### config.mk
export PLATFORM = sky130hd
export DESIGN_NAME = cache_mem_arbiter
export DESIGN_NICKNAME = d
export VERILOG_FILES = /design/src/rtl/cache_mem_arbiter.sv
export SDC_FILE = /design/constraint.sdc
export NUM_CORES = 1
export LEC_CHECK = 0
export BUFFER_PORTS_ARGS = -buffer_cell sky130_fd_sc_hd__buf_2
export CAP_MARGIN = 20
export CORE_AREA = 2 2 179 181
export CTS_CLUSTER_DIAMETER = 120
export CTS_CLUSTER_SIZE = 40
export DETAILED_ROUTE_END_ITERATION = 7
export DIE_AREA = 0 0 181 183
export GPL_TIMING_DRIVEN = 0
export PLACE_DENSITY = 0.41
export SETUP_SLACK_MARGIN = 0.5
export SLEW_MARGIN = 30
export SYNTH_ARGS = -nofsm -noshare
export SYNTH_HDL_FRONTEND = slang
export SYNTH_SLANG_ARGS = --single-unit
### constraint.sdc
create_clock -name clk -period 2.06 [get_ports clk]
set_input_delay 0.103 -clock clk [delete_from_list [all_inputs] [get_ports clk]]
set_output_delay 0.103 -clock clk [all_outputs]
set_load 0.02 [all_outputs]
### src/rtl/cache_mem_arbiter.sv
// Shares one downstream memory port between I-cache refills and D-cache refills/writebacks.
// One line transaction at a time, round-robin on ties, burst address phase then data beats.
module cache_mem_arbiter #(
  parameter int unsigned ADDR_W = 32,
  parameter int unsigned DATA_W = 64,
  parameter int unsigned BEATS  = 2
) (
  input  logic                clk,
  input  logic                rst,
  input  logic                ic_req,
  input  logic [ADDR_W-1:0]   ic_addr,
  output logic                ic_gnt,
  output logic                ic_rvalid,
  output logic [DATA_W-1:0]   ic_rdata,
  output logic                ic_done,
  input  logic                dc_req,
  input  logic                dc_we,
  input  logic [ADDR_W-1:0]   dc_addr,
  output logic                dc_gnt,
  input  logic [DATA_W-1:0]   dc_wdata,
  input  logic [DATA_W/8-1:0] dc_wstrb,
  output logic                dc_wready,
  output logic                dc_rvalid,
  output logic [DATA_W-1:0]   dc_rdata,
  output logic                dc_done,
  output logic                m_req,
  output logic                m_we,
  output logic [ADDR_W-1:0]   m_addr,
  output logic [3:0]          m_len,
  input  logic                m_ack,
  output logic                m_wvalid,
  output logic [DATA_W-1:0]   m_wdata,
  output logic [DATA_W/8-1:0] m_wstrb,
  output logic                m_wlast,
  input  logic                m_wready,
  input  logic                m_rvalid,
  input  logic [DATA_W-1:0]   m_rdata,
  input  logic                m_bvalid
);

  localparam int unsigned CntW = $clog2(BEATS) + 1;
  localparam logic [CntW-1:0] LastBeat = CntW'(BEATS - 1);

  typedef enum logic [2:0] {StIdle, StAddr, StRData, StWData, StWResp} state_e;

  state_e              state_q, state_d;
  logic                owner_q, owner_d;  // 1 = D-cache owns the transaction
  logic                last_q, last_d;    // previous owner, same encoding
  logic                we_q, we_d;
  logic [ADDR_W-1:0]   addr_q, addr_d;
  logic [CntW-1:0]     cnt_q, cnt_d;
  logic                gnt_ic, gnt_dc;
  logic                cnt_last;

  assign cnt_last = (cnt_q == LastBeat);

  // On a tie the requester that did not own the previous transaction wins.
  always_comb begin
    gnt_ic = 1'b0;
    gnt_dc = 1'b0;
    if (state_q == StIdle && !rst) begin
      if (ic_req && (!dc_req || last_q)) begin
        gnt_ic = 1'b1;
      end else if (dc_req) begin
        gnt_dc = 1'b1;
      end
    end
  end

  always_comb begin
    state_d = state_q;
    owner_d = owner_q;
    last_d  = last_q;
    we_d    = we_q;
    addr_d  = addr_q;
    cnt_d   = cnt_q;
    case (state_q)
      StIdle: begin
        if (gnt_ic) begin
          owner_d = 1'b0;
          last_d  = 1'b0;
          we_d    = 1'b0;
          addr_d  = ic_addr;
          state_d = StAddr;
        end else if (gnt_dc) begin
          owner_d = 1'b1;
          last_d  = 1'b1;
          we_d    = dc_we;
          addr_d  = dc_addr;
          state_d = StAddr;
        end
      end
      StAddr: begin
        if (m_ack) state_d = we_q ? StWData : StRData;
      end
      StRData: begin
        if (m_rvalid) begin
          if (cnt_last) begin
            cnt_d   = '0;
            state_d = StIdle;
          end else begin
            cnt_d = cnt_q + 1'b1;
          end
        end
      end
      StWData: begin
        if (m_wready) begin
          if (cnt_last) begin
            cnt_d   = '0;
            state_d = StWResp;
          end else begin
            cnt_d = cnt_q + 1'b1;
          end
        end
      end
      StWResp: begin
        if (m_bvalid) state_d = StIdle;
      end
      default: state_d = StIdle;
    endcase
  end

  // Every output is forced low while rst is high, including the combinational paths.
  always_comb begin
    ic_gnt    = 1'b0;
    ic_rvalid = 1'b0;
    ic_rdata  = '0;
    ic_done   = 1'b0;
    dc_gnt    = 1'b0;
    dc_wready = 1'b0;
    dc_rvalid = 1'b0;
    dc_rdata  = '0;
    dc_done   = 1'b0;
    m_req     = 1'b0;
    m_we      = 1'b0;
    m_addr    = '0;
    m_len     = '0;
    m_wvalid  = 1'b0;
    m_wdata   = '0;
    m_wstrb   = '0;
    m_wlast   = 1'b0;
    if (!rst) begin
      ic_gnt = gnt_ic;
      dc_gnt = gnt_dc;
      case (state_q)
        StAddr: begin
          m_req  = 1'b1;
          m_we   = we_q;
          m_addr = addr_q;
          m_len  = 4'(BEATS - 1);
        end
        StRData: begin
          if (owner_q) begin
            dc_rvalid = m_rvalid;
            dc_rdata  = m_rdata;
            dc_done   = m_rvalid && cnt_last;
          end else begin
            ic_rvalid = m_rvalid;
            ic_rdata  = m_rdata;
            ic_done   = m_rvalid && cnt_last;
          end
        end
        StWData: begin
          m_wvalid  = 1'b1;
          m_wdata   = dc_wdata;
          m_wstrb   = dc_wstrb;
          m_wlast   = cnt_last;
          dc_wready = m_wready;
        end
        StWResp: dc_done = m_bvalid;
        default: ;
      endcase
    end
  end

  always_ff @(posedge clk) begin
    if (rst) begin
      state_q <= StIdle;
      owner_q <= 1'b0;
      last_q  <= 1'b1;
      we_q    <= 1'b0;
      addr_q  <= '0;
      cnt_q   <= '0;
    end else begin
      state_q <= state_d;
      owner_q <= owner_d;
      last_q  <= last_d;
      we_q    <= we_d;
      addr_q  <= addr_d;
      cnt_q   <= cnt_d;
    end
  end

endmodule

==> results.yml <==
global_route:
  gr-total-overflow: 0
  grt_first_pass_wirelength_um: 38100
  grt_max_degree: 13
  gr-usage-all-layers_pct: 15.2
  grt_pass1_vias: 5953
  grt_antenna_before_repair: 7
power_and_ir_drop:
  p_per_area_nw_per_um2: 394
  finalPower_mw: 4.05
  p_leak_nw: 4.80
  vdd_drop_max_uv: 307
detailed_routing:
  vias_per_cell: 4.21
  num_vias: 6128
  drt_pre_antenna_iters: 4
  drc: 0
  route.final.wire_length_um: 29200
  wl_per_cell_um: 20.1
  ant_nets: 0
  drt-initial-drc-count: 177
worst_hold_path:
  hold_class: "in2reg"
  whs_endpoint: "we_q$_SDFFE_PP0P_"
  min_from: "dc_we"
  hold_depth: 2
synthesis:
  ys_ff_latch: 40
  synth_area_per_cell_sq_um: 7.57
  yosys-top-cells-area: "and2_1 (37%), dfxtp_1 (20%), o31ai_2 (9.2%)"
  syn-instance-count: 522
  synth_top_area_share_pct: 37.2
  synth.distinct_cells: 43
  synth_area_sq_um: 3950
  seq_area_frac_synth_pct: 20.3
  yosysTopAreaCell: "and2_1"
  yosysWarnings: 0
timing:
  fin_worst_skew_ps: 7.44
  setup_violations: 0
  worst_slack_ps: 92.2
  max_freq_ghz: 0.508
  tightest_slew_ps: 1270
  rsz0062_at_grt: "true"
  fin_crit_sh_pct: 95.5
  maxSlewViolCount: 0
  final-hold-violation-count: 0
  min_period_ps: 1970
  slew_headroom_pct: 15.7
  hold_ws_ps: 33.4
critical_path:
  start_kind: "register"
  critPathMaxStageDelay_ps: 360
  rrSetupSlack_ps: 200
  critical_path_class: "reg2out"
  crit_chain: "nand2b_4, nor4b_4, buf_6, clkbuf_16, clkbuf_16, and2_4, buf_6"
  r2r-start: "state_q[0]$_SDFFE_PP0P_"
  end_kind: "output pin"
  r2r-end: "addr_q[15]$_SDFFE_PP0P_"
  cp_data_arrival_time_ps: 1860
  critPathMaxFanout: 8
  slowest_stage: "dfxtp_4"
  ff2ff_path_depth: 7
  required_ps: 1960
clock_network:
  numCtsBuffers: 5
  clk_pin_slew_ps: 70
  cts.sinks: 40
  clockRootBuffer: "clkbuf_16"
  htreeDepth: 2
  hold_buffers: 0
  cts_tree: "yes"
  clock_path_buffers: 2
  clk_latency_ps: 300
cells_and_area:
  nNetsFinal: 1257
  layout_commonest_cell: "buf_2"
  fin_area_sq_um: 10300
  multi_input_area_sq_um: 3610
  synthToLayoutAreaGrowth_pct: 160
  final_cell_mix: "buf_2 (226), buf_6 (194), and2_4 (170)"
  drive_gt1_share_pct: 76.5
  nFillCells: 3218
  regArea_sq_um: 810
place:
  portBuffers: 450
  gp_congestion: 0.765
  place_area_sq_um: 6810
  dp_slack_ps: -163
  dp_hpwl_um: 21500
floorplanning:
  start_util_pct: 12.7
  die_x_um: 181
  dieArea_sq_um: 33100
  die_h_um: 183
  coreArea_sq_um: 31200
  num_rows: 65
  num_io_pins: 456
run:
  drv_cap: 0
run_status:
  outcome: "finished clean"
[report_power, final]
| part | switching, mW | internal (mW) | leakage, nW |
|---|---|---|---|
| clock network | 0.361 | 0.441 | 0.0657 |
| registers | 0.0689 | 0.885 | 0.331 |
| logic | 1.11 | 1.18 | 4.41 |
[synthesized netlist by cell type (all sizes together)]
master and count:
clkinv 1, and2 236, nor2 3, or4 1
or2 1, nor2b 4, or3 2, o21ai 3
conb 1, nand2b 6, or3b 2, a31oi 1
nand4 33, o2bb2ai 1, a21o 1, a21oi 35
mux2i 1, and3 2, inv 2, or4b 1
o31ai 32, nand3b 1, mux2 1, a211oi 1
a311oi 33, dfxtp 40, buf 22, clkbuf 47
nor3 2, o221ai 1, nor4b 1, nor4 2
nand2 2
[per-layer routing]
metal	GRT usage, %	part of all wire [%]	vias up
li1	-	-	2884
met1	18.1	39	2898
met3	4.33	7.7	49
met4	4.75	3.3	2
met5	0	0.044	-
met2	26.5	50	295
[flip-flops by register name (all words and copies together), names as in the netlist]
name     cells
last_q       1
addr_q      32
state_q      3
cnt_q        2
we_q         1
owner_q      1
[logic make-up (layout without fill, tap and decap cells)]
| kind of cell | count (synthesis) | count (layout) | synth area share [%] |
|---|---|---|---|
| AND/OR/NAND/NOR | 299 | 299 | 47.8 |
| AO/OA/AOI/OAI | 108 | 108 | 22.9 |
| buffers and inverters | 72 | 596 | 8.49 |
| multiplexers | 2 | 2 | 0.538 |
| other | 1 | 8 | 0.0949 |
| flip-flops | 40 | 40 | 20.3 |
[worst max-delay path: cells and delay by family (launching register included)]
kind          cells  cell delay, ps
buf+inv           4             610
simple gates      3             590
flops             1             360
[worst max-delay path by stage]
stage	start	to	depth (start not counted)
after floorplan	state_q[0]$_SDFFE_PP0P_	ic_gnt	5
after global placement	state_q[2]$_SDFFE_PP0P_	dc_rdata[43]	6
after detailed placement	state_q[2]$_SDFFE_PP0P_	dc_rdata[43]	6
after CTS	state_q[2]$_SDFFE_PP0P_	dc_rdata[43]	7
after global routing	state_q[0]$_SDFFE_PP0P_	ic_rdata[15]	8
final	state_q[2]$_SDFFE_PP0P_	dc_rdata[43]	7
[metrics by stage]
step,setup TNS (ps),instances,util (%)
floorplan,0,524,-
global placement,-8290,1376,21.8
detailed placement,-8290,1376,21.8
CTS,0,1420,28.2
global route,-10.8,1455,32.9
finish,0,1455,32.9
[what timing repair did]
action | CTS | global route
pin swaps | 67 | 80
resized for setup | 474 | 355
buffers inserted | 25 | 18
endpoints found under the setup margin | 280 | 280
cloned | 12 | 12
[layout make-up]
class	count	area share, %
multi-input combinational	412	35.2
timing repair buffer	517	42.6
tap	402	4.90
inverter	3	0.231
antenna	5	0.122
clock buffer	5	1.22
sequential	40	7.88
buffer	69	7.76
clock inverter	2	0.122
Note: power is estimated with default switching activity, not from simulation.
